**src/rtl/matrix_pkg.sv**
```systemverilog
// matrix_pkg: shared definitions for the matrix coprocessor control path.
// Holds default bus widths (shared with the ALU and top level), opcode
// encodings, opcode classification helpers and the sequencer state enum.
package matrix_pkg;

  localparam int ADDR_W_DEF = 8;
  localparam int DATA_W_DEF = 256;

  localparam logic [2:0] OP_ADD       = 3'd0;
  localparam logic [2:0] OP_SUB       = 3'd1;
  localparam logic [2:0] OP_TRANSPOSE = 3'd2;
  localparam logic [2:0] OP_NEG       = 3'd3;
  localparam logic [2:0] OP_SCALE2    = 3'd4;

  typedef enum logic [2:0] {
    S_IDLE,
    S_WAIT_A,
    S_WAIT_B,
    S_EXEC,
    S_WAIT_ALU,
    S_WR_C,
    S_DONE
  } state_t;

  function automatic logic is_valid(input logic [2:0] op);
    return op <= OP_SCALE2;
  endfunction

  function automatic logic is_unary(input logic [2:0] op);
    return (op == OP_TRANSPOSE) || (op == OP_NEG);
  endfunction

endpackage

```
**src/rtl/seq_timer.sv**
```systemverilog
// seq_timer: timing helper for the matrix sequencer.
// A loadable down-counter measures RAM read latency; an up-counter measures
// how long the ALU has been busy. One expire flag reports whichever is active.
// Ports:
//   clk, rst      clock, synchronous active-low reset
//   load          load the latency down-counter with RD_LAT
//   clr           clear the timeout up-counter
//   run_up        timeout counting active (also selects which count expires)
//   expire        read latency elapsed / ALU timeout reached
module seq_timer #(
  parameter int RD_LAT  = 2,
  parameter int TIMEOUT = 255
) (
  input  logic clk,
  input  logic rst,
  input  logic load,
  input  logic clr,
  input  logic run_up,
  output logic expire
);

  localparam int TO_W = $clog2(TIMEOUT + 1);

  logic [2:0]      down;
  logic [TO_W-1:0] up;

  always_ff @(posedge clk) begin
    if (!rst) begin
      down <= '0;
      up   <= '0;
    end else begin
      if (load)
        down <= 3'(RD_LAT);
      else if (down != 3'd0)
        down <= down - 3'd1;

      if (clr)
        up <= '0;
      else if (run_up && (up != TO_W'(TIMEOUT)))
        up <= up + 1'b1;
    end
  end

  // Flags on the last cycle so the owner acts on the edge where the count
  // would land: down reaches 0, or up reaches TIMEOUT.
  assign expire = run_up ? (up == TO_W'(TIMEOUT - 1)) : (down == 3'd1);

endmodule

```
**src/rtl/matrix_op_sequencer.sv**
```systemverilog
// matrix_op_sequencer: runs one matrix operation end to end. Reads operand A
// (and B for binary ops) from the single-port matrix RAM, hands them to the
// ALU under a start/done handshake and writes the result back.
// Ports:
//   clk, rst                 clock, synchronous active-low reset
//   start, op_code           command strobe (IDLE only) and operation
//   addr_a, addr_b, addr_c   operand and result addresses
//   busy, done, err, ovf     status: in progress, completion pulse, sticky flags
//   ram_addr/we/wdata/rdata  matrix RAM port, owned for the whole operation
//   alu_a/b/op, alu_start    registered ALU operands and start pulse
//   alu_done/result/ovf      ALU response
//
// state      | meaning
// -----------+------------------------------------------------
// S_IDLE     | waiting for start, RAM address parked at 0
// S_WAIT_A   | reading operand A, waiting RD_LAT cycles
// S_WAIT_B   | reading operand B (binary ops only)
// S_EXEC     | one-cycle alu_start pulse
// S_WAIT_ALU | waiting for alu_done, timeout counter running
// S_WR_C     | one-cycle write of the result to addr_c
// S_DONE     | one-cycle done pulse
module matrix_op_sequencer
  import matrix_pkg::*;
#(
  parameter int ADDR_W  = ADDR_W_DEF,
  parameter int DATA_W  = DATA_W_DEF,
  parameter int RD_LAT  = 2,
  parameter int TIMEOUT = 255
) (
  input  logic              clk,
  input  logic              rst,
  input  logic              start,
  input  logic [2:0]        op_code,
  input  logic [ADDR_W-1:0] addr_a,
  input  logic [ADDR_W-1:0] addr_b,
  input  logic [ADDR_W-1:0] addr_c,
  output logic              busy,
  output logic              done,
  output logic              err,
  output logic              ovf,
  output logic [ADDR_W-1:0] ram_addr,
  output logic              ram_we,
  output logic [DATA_W-1:0] ram_wdata,
  input  logic [DATA_W-1:0] ram_rdata,
  output logic [DATA_W-1:0] alu_a,
  output logic [DATA_W-1:0] alu_b,
  output logic [2:0]        alu_op,
  output logic              alu_start,
  input  logic              alu_done,
  input  logic [DATA_W-1:0] alu_result,
  input  logic              alu_ovf
);

  state_t            state, state_n;
  logic [ADDR_W-1:0] a_q, b_q, c_q;
  logic              expire;
  logic              accept;
  logic              tmr_load;

  assign accept   = (state == S_IDLE) && start;
  assign tmr_load = (accept && is_valid(op_code)) ||
                    ((state == S_WAIT_A) && expire && !is_unary(alu_op));

  seq_timer #(.RD_LAT(RD_LAT), .TIMEOUT(TIMEOUT)) u_timer (
    .clk    (clk),
    .rst    (rst),
    .load   (tmr_load),
    .clr    (state == S_EXEC),
    .run_up (state == S_WAIT_ALU),
    .expire (expire)
  );

  always_ff @(posedge clk) begin
    if (!rst) state <= S_IDLE;
    else      state <= state_n;
  end

  always_comb begin
    state_n = state;
    case (state)
      S_IDLE:     if (start) state_n = is_valid(op_code) ? S_WAIT_A : S_DONE;
      S_WAIT_A:   if (expire) state_n = is_unary(alu_op) ? S_EXEC : S_WAIT_B;
      S_WAIT_B:   if (expire) state_n = S_EXEC;
      S_EXEC:     state_n = S_WAIT_ALU;
      S_WAIT_ALU: begin
        if (alu_done)    state_n = S_WR_C;
        else if (expire) state_n = S_DONE;
      end
      S_WR_C:     state_n = S_DONE;
      S_DONE:     state_n = S_IDLE;
      default:    state_n = S_IDLE;
    endcase
  end

  always_ff @(posedge clk) begin
    if (!rst) begin
      a_q       <= '0;
      b_q       <= '0;
      c_q       <= '0;
      alu_op    <= '0;
      alu_a     <= '0;
      alu_b     <= '0;
      ram_wdata <= '0;
      err       <= 1'b0;
      ovf       <= 1'b0;
    end else begin
      case (state)
        S_IDLE: if (start) begin
          a_q    <= addr_a;
          b_q    <= addr_b;
          c_q    <= addr_c;
          alu_op <= op_code;
          alu_b  <= '0;  // unary ops never load B
          err    <= !is_valid(op_code);
          ovf    <= 1'b0;
        end
        S_WAIT_A: if (expire) alu_a <= ram_rdata;
        S_WAIT_B: if (expire) alu_b <= ram_rdata;
        S_WAIT_ALU: begin
          if (alu_done) begin
            ram_wdata <= alu_result;
            ovf       <= alu_ovf;
          end else if (expire) begin
            err <= 1'b1;
          end
        end
        default: ;
      endcase
    end
  end

  // Strobes are gated by rst so a reset asserted mid-write drops the write
  // in the same cycle instead of one edge later.
  assign busy      = rst && (state != S_IDLE);
  assign done      = rst && (state == S_DONE);
  assign ram_we    = rst && (state == S_WR_C);
  assign alu_start = rst && (state == S_EXEC);

  always_comb begin
    ram_addr = '0;
    if (rst) begin
      case (state)
        S_WAIT_A: ram_addr = a_q;
        S_WAIT_B: ram_addr = b_q;
        S_WR_C:   ram_addr = c_q;
        default:  ram_addr = '0;
      endcase
    end
  end

endmodule

```
**config.mk**
```make
export PLATFORM = sky130hd
export DESIGN_NAME = matrix_op_sequencer
export DESIGN_NICKNAME = d
export VERILOG_FILES = /design/src/rtl/matrix_pkg.sv /design/src/rtl/seq_timer.sv /design/src/rtl/matrix_op_sequencer.sv
export SDC_FILE = /design/constraint.sdc
export NUM_CORES = 2
export LEC_CHECK = 0
export ABC_CLOCK_PERIOD_IN_PS = 2100
export CAP_MARGIN = 40
export CELL_PAD_IN_SITES_DETAIL_PLACEMENT = 1
export CELL_PAD_IN_SITES_GLOBAL_PLACEMENT = 2
export CORE_AREA = 2 2 519 521
export CTS_CLUSTER_SIZE = 12
export DETAILED_ROUTE_END_ITERATION = 8
export DIE_AREA = 0 0 521 523
export PLACE_DENSITY_LB_ADDON = 0.1
export SLEW_MARGIN = 0
export SYNTH_ARGS = -nofsm -noshare
export SYNTH_HDL_FRONTEND = slang
export SYNTH_SLANG_ARGS = --single-unit
```
**constraint.sdc**
```tcl
create_clock -name clk -period 2.1 [get_ports clk]
set_input_delay 0.21 -clock clk [delete_from_list [all_inputs] [get_ports clk]]
set_output_delay 0.21 -clock clk [all_outputs]
set_load 0.005 [all_outputs]
```
==> metrics.md <==
| Metric | Value |
|---|---|
| CTS Buf Count | 116 |
| Final hold viol count | 0 |
| Area share of the largest cell type after synthesis | 56.41% |
| GP Congestion | 0.7744 |
| Tcrit/Tclk final | 109.2% |
| Vias/cell | 3.588 |
| Drt pass-1 iters | 4 |
| Failing checks | setup timing |
| Initial core utilization | 10.78% |
| Compound-Gate Fraction of Synth Area | 14.95% |
| Hold EP | alu_a[19]$_SDFFE_PN0P_ |
| Switching Share | 32.90% |
| Nets@finish | 5997 |
| Synth cell types | 41 |
| CP Launch Type | flip-flop |
| H-tree levels | 3 |
| Final core occ | 21.39% |
| Slew headroom | 35.50% |
| EDFF count, synth | 0 |
| Layout Skew | 32.47 ps |
| Stages on the worst setup path | 10 |
| Synth area leader | dfxtp_1 |
| Port Buffers | 1328 |
| Setup WS post-layout | -193.4 ps |
| Buffers plus inverters on the worst setup path | 7 |
| Seq/Total Area, Yosys | 56.41% |
| Layout fillers | 30990 |
| First-pass GRT wire length | 293.5 mm |
| Clock root cell | clkbuf_16 |
| Routed Antenna Nets | 0 |
| Reg2reg setup slack | -190 ps |
| Worst path max stage delay | 580 ps |
| Via count | 32740 |
| Adder-Cell Fraction of Synth Area | 0.1304% |
| Endpoints failing setup | 214 |
| Worst Setup SP | state[1]$_SDFFE_PN0P_ |
| Chip width | 521 microns |
| CORE AREA | 267000 sq um |
| P&R area growth vs syn | 98.43% |
| Avg Inst Size Synth | 7.917 sq um |
| Capturing point of the worst reg2reg path | alu_a[56]$_SDFFE_PN0P_ |
| Sequential power share | 33.6% |
| 1st-iter DRT viols | 985 |
| Crit path required time | 2720 ps |
| Largest net degree at the start of global routing | 127 |
| Critical path endpoint category | flip-flop |
| Comb pwr share | 27.7% |
| Run status | finished with violations |
| RSZ-0062 raised after global routing | true |
| Simple-gate share of the synthesized area | 23.23% |
| Layout cells sized above 1 | 9.977% |
| Clk pwr share | 38.7% |
| Ys flop type | dfxtp_1 |
| Crit path cell chain | buf_4 > buf_6 > buf_12 > or4_4 > buf_6 > buf_12 > clkbuf_16 > clkbuf_16 > nand2_1 > a21oi_1 |
| Placed Area | 47360 sq um |
| Switching pwr | 0.01688 W |
| Net Count, Synth | 4182 |
| Clock latency on the worst-skew pair | 770 ps |
| Vias in the first global route | 34560 |
| Maximum vdd ir drop | 0.0007646 V |
| Fmax | 436.0 MHz |
| Drt wl/cell | 24.53 microns |
| # IOs | 1329 |
| Die area | 272500 sq um |
| Final min period | 2293 ps |
| Post-Route WL | 223.8 mm |
| Fin area | 57100 sq um |
| CTS tree | yes |
| Largest family of logic cells by synthesized area | simple AND/OR/NAND/NOR gates |
| Leakage | 19.15 nW |
| Hold Startpoint | ram_rdata[19] |
| CTS Buffer Depth | 3 |
| Worst path slowest cell | or4_4 |
| Most common cell in the netlist | nand2_1 |
| Crit path max-delay family | buffers and inverters |
| Slew @ Worst Pin | 967.5 ps |
| Overall routing resource usage | 15.21% |
| Die height | 523 microns |
| Multiplexer share of the synthesized area | 0.03478% |
| Clock sink total | 811 |
| Slew Limit Fails | 0 |
| HP Class | input port to flip-flop |
| Cell count after synthesis | 3635 |
| Reg2Reg Depth | 10 |
| Internal power | 0.03443 W |
| XOR/XNOR Fraction of Synth Area | 0.2435% |
| Commonest cells in the netlist | nand2_1, dfxtp_1, a21oi_1, nand3_1, clkbuf_1 |
| Post-detailed-route DRC marker count | 0 |
| Hold path cells | 3 |
| Final hold slack | 91.77 ps |
| Worst-path clk slew | 60 ps |
| Finished Layout Cells | 9124 |
| Ys Warns | 0 |
| Setup CP Type | flip-flop to flip-flop |
| Placed cells | 8389 |
| Antenna violations before repair | 75 |
| WP data arrival | 2920 ps |
| # rows | 190 |
| CP Max Fanout | 10 |
| Synth area leaders | dfxtp_1, nand2_1, a21oi_1 |
| Cell area power density | 898.7 nW/um^2 |
| Grt total ovfl | 0 |
| Flops & latches, synth | 811 |
| Mapped cell area | 28780 sq um |
| Max cap viols | 0 |
| FF-to-FF Start | state[1]$_SDFFE_PN0P_ |
| HPWL Detailed | 165.7 mm |
| Ys async rst share | 0% |
-- routing by layer --
| layer | GRT usage [%] | wire, microns | up-vias |
|---|---|---|---|
| met5 | 0 | 326 | - |
| met4 | 4.074 | 5341 | 52 |
| met3 | 6.467 | 20000 | 246 |
| met2 | 26.07 | 108000 | 986 |
| met1 | 17.21 | 90200 | 15810 |
| li1 | - | - | 15650 |
-- worst max-delay path by stage --
stage	end	slack, ps
6_report	alu_a[56]$_SDFFE_PN0P_	-190
2_1_floorplan	alu_a[100]$_SDFFE_PN0P_	300
3_5_place_dp	ram_addr[7]	-100
4_1_cts	ram_addr[6]	-350
5_1_grt	ram_addr[3]	-280
3_3_place_gp	ram_addr[7]	-110
-- stage by stage --
| step | setup WS (ps) | TNS (ps) | power, W |
|---|---|---|---|
| detailed placement | -95.91 | -346.6 | 0.03022 |
| CTS | -350.6 | -7160 | 0.05202 |
| floorplan | 297.6 | 0 | 0.02188 |
| finish | -193.4 | -23950 | 0.05132 |
| global route | -277.3 | -42300 | 0.05439 |
| global placement | -107.3 | -593.8 | 0.03024 |
-- power by group through the flow --
| stage | Sequential (W) | Combinational [W] | Clock [W] |
|---|---|---|---|
| final | 0.0172 | 0.0142 | 0.0199 |
| after global routing | 0.0174 | 0.0155 | 0.0215 |
| after CTS | 0.0172 | 0.0139 | 0.0209 |
| after detailed placement | 0.0175 | 0.0127 | 0 |
| after global placement | 0.0175 | 0.0127 | 0 |
| after floorplan | 0.0175 | 0.00442 | 0 |
-- registers in the layout, indices dropped and copies added, names as in the netlist --
name and flops:
u_timer.down 3, c_q 8, alu_op 3, ovf 1
err 1, ram_wdata 256, state 3, b_q 8
a_q 8, u_timer.up 8, alu_a 256, alu_b 256
-- layout make-up --
type	count	area (sq um)	share of cell area (%)
antenna	29	72.57	0.1271
clock buffer	192	3528	6.179
clock inverter	19	225.2	0.3944
inverter	7	33.78	0.05916
multi-input combinational	2515	11610	20.33
sequential	811	16250	28.46
tap	3552	4444	7.783
timing repair buffer	1999	20940	36.67
-- cell usage in the layout (no fill, tap or decap), types with 7 or more instances in the layout --
cell type,instances
nor2_1,19
dfxtp_1,802
buf_2,9
nand3_1,261
buf_6,17
buf_8,12
clkbuf_1,42
o21ai_0,7
a22oi_2,8
buf_12,76
dlygate4sd3_1,430
clkbuf_8,34
buf_4,110
nand2_4,9
dlygate4sd2_1,42
clkdlybuf4s50_1,1273
a21oi_1,799
nand2_1,1264
diode_2,29
buf_16,9
clkbuf_16,136
clkinv_2,10
nand2_2,69
-- cells by family (layout without fill, tap and decap cells) --
group / Yosys count / after routing
AO/OA/AOI/OAI: 842 / 842
XOR/XNOR: 8 / 8
adder cells (fa/ha/maj): 3 / 3
buffers and inverters: 309 / 2217
flip-flops: 811 / 811
multiplexers: 1 / 1
other: 0 / 29
AND/OR/NAND/NOR: 1661 / 1661
-- worst reg2reg max path: stages, from the launching register on --
cell and delay [ps]:
dfxtp_4 350, buf_4 140, buf_6 120, buf_12 130
or4_4 590, buf_6 150, buf_12 140, clkbuf_16 220
clkbuf_16 200, nand2_1 70, a21oi_1 60
-- timing repair --
| action | 4_1_cts | 5_1_grt |
|---|---|---|
| pin swaps | 26 | 28 |
| gates resized for setup | 146 | 154 |
| hold endpoints to repair | 528 | 0 |
| setup endpoints to repair | 60 | 506 |
| setup buffers | 14 | 21 |
| hold buffers | 430 | 0 |
| gates cloned | 1 | 32 |
Power figures use the tool's default switching activity.
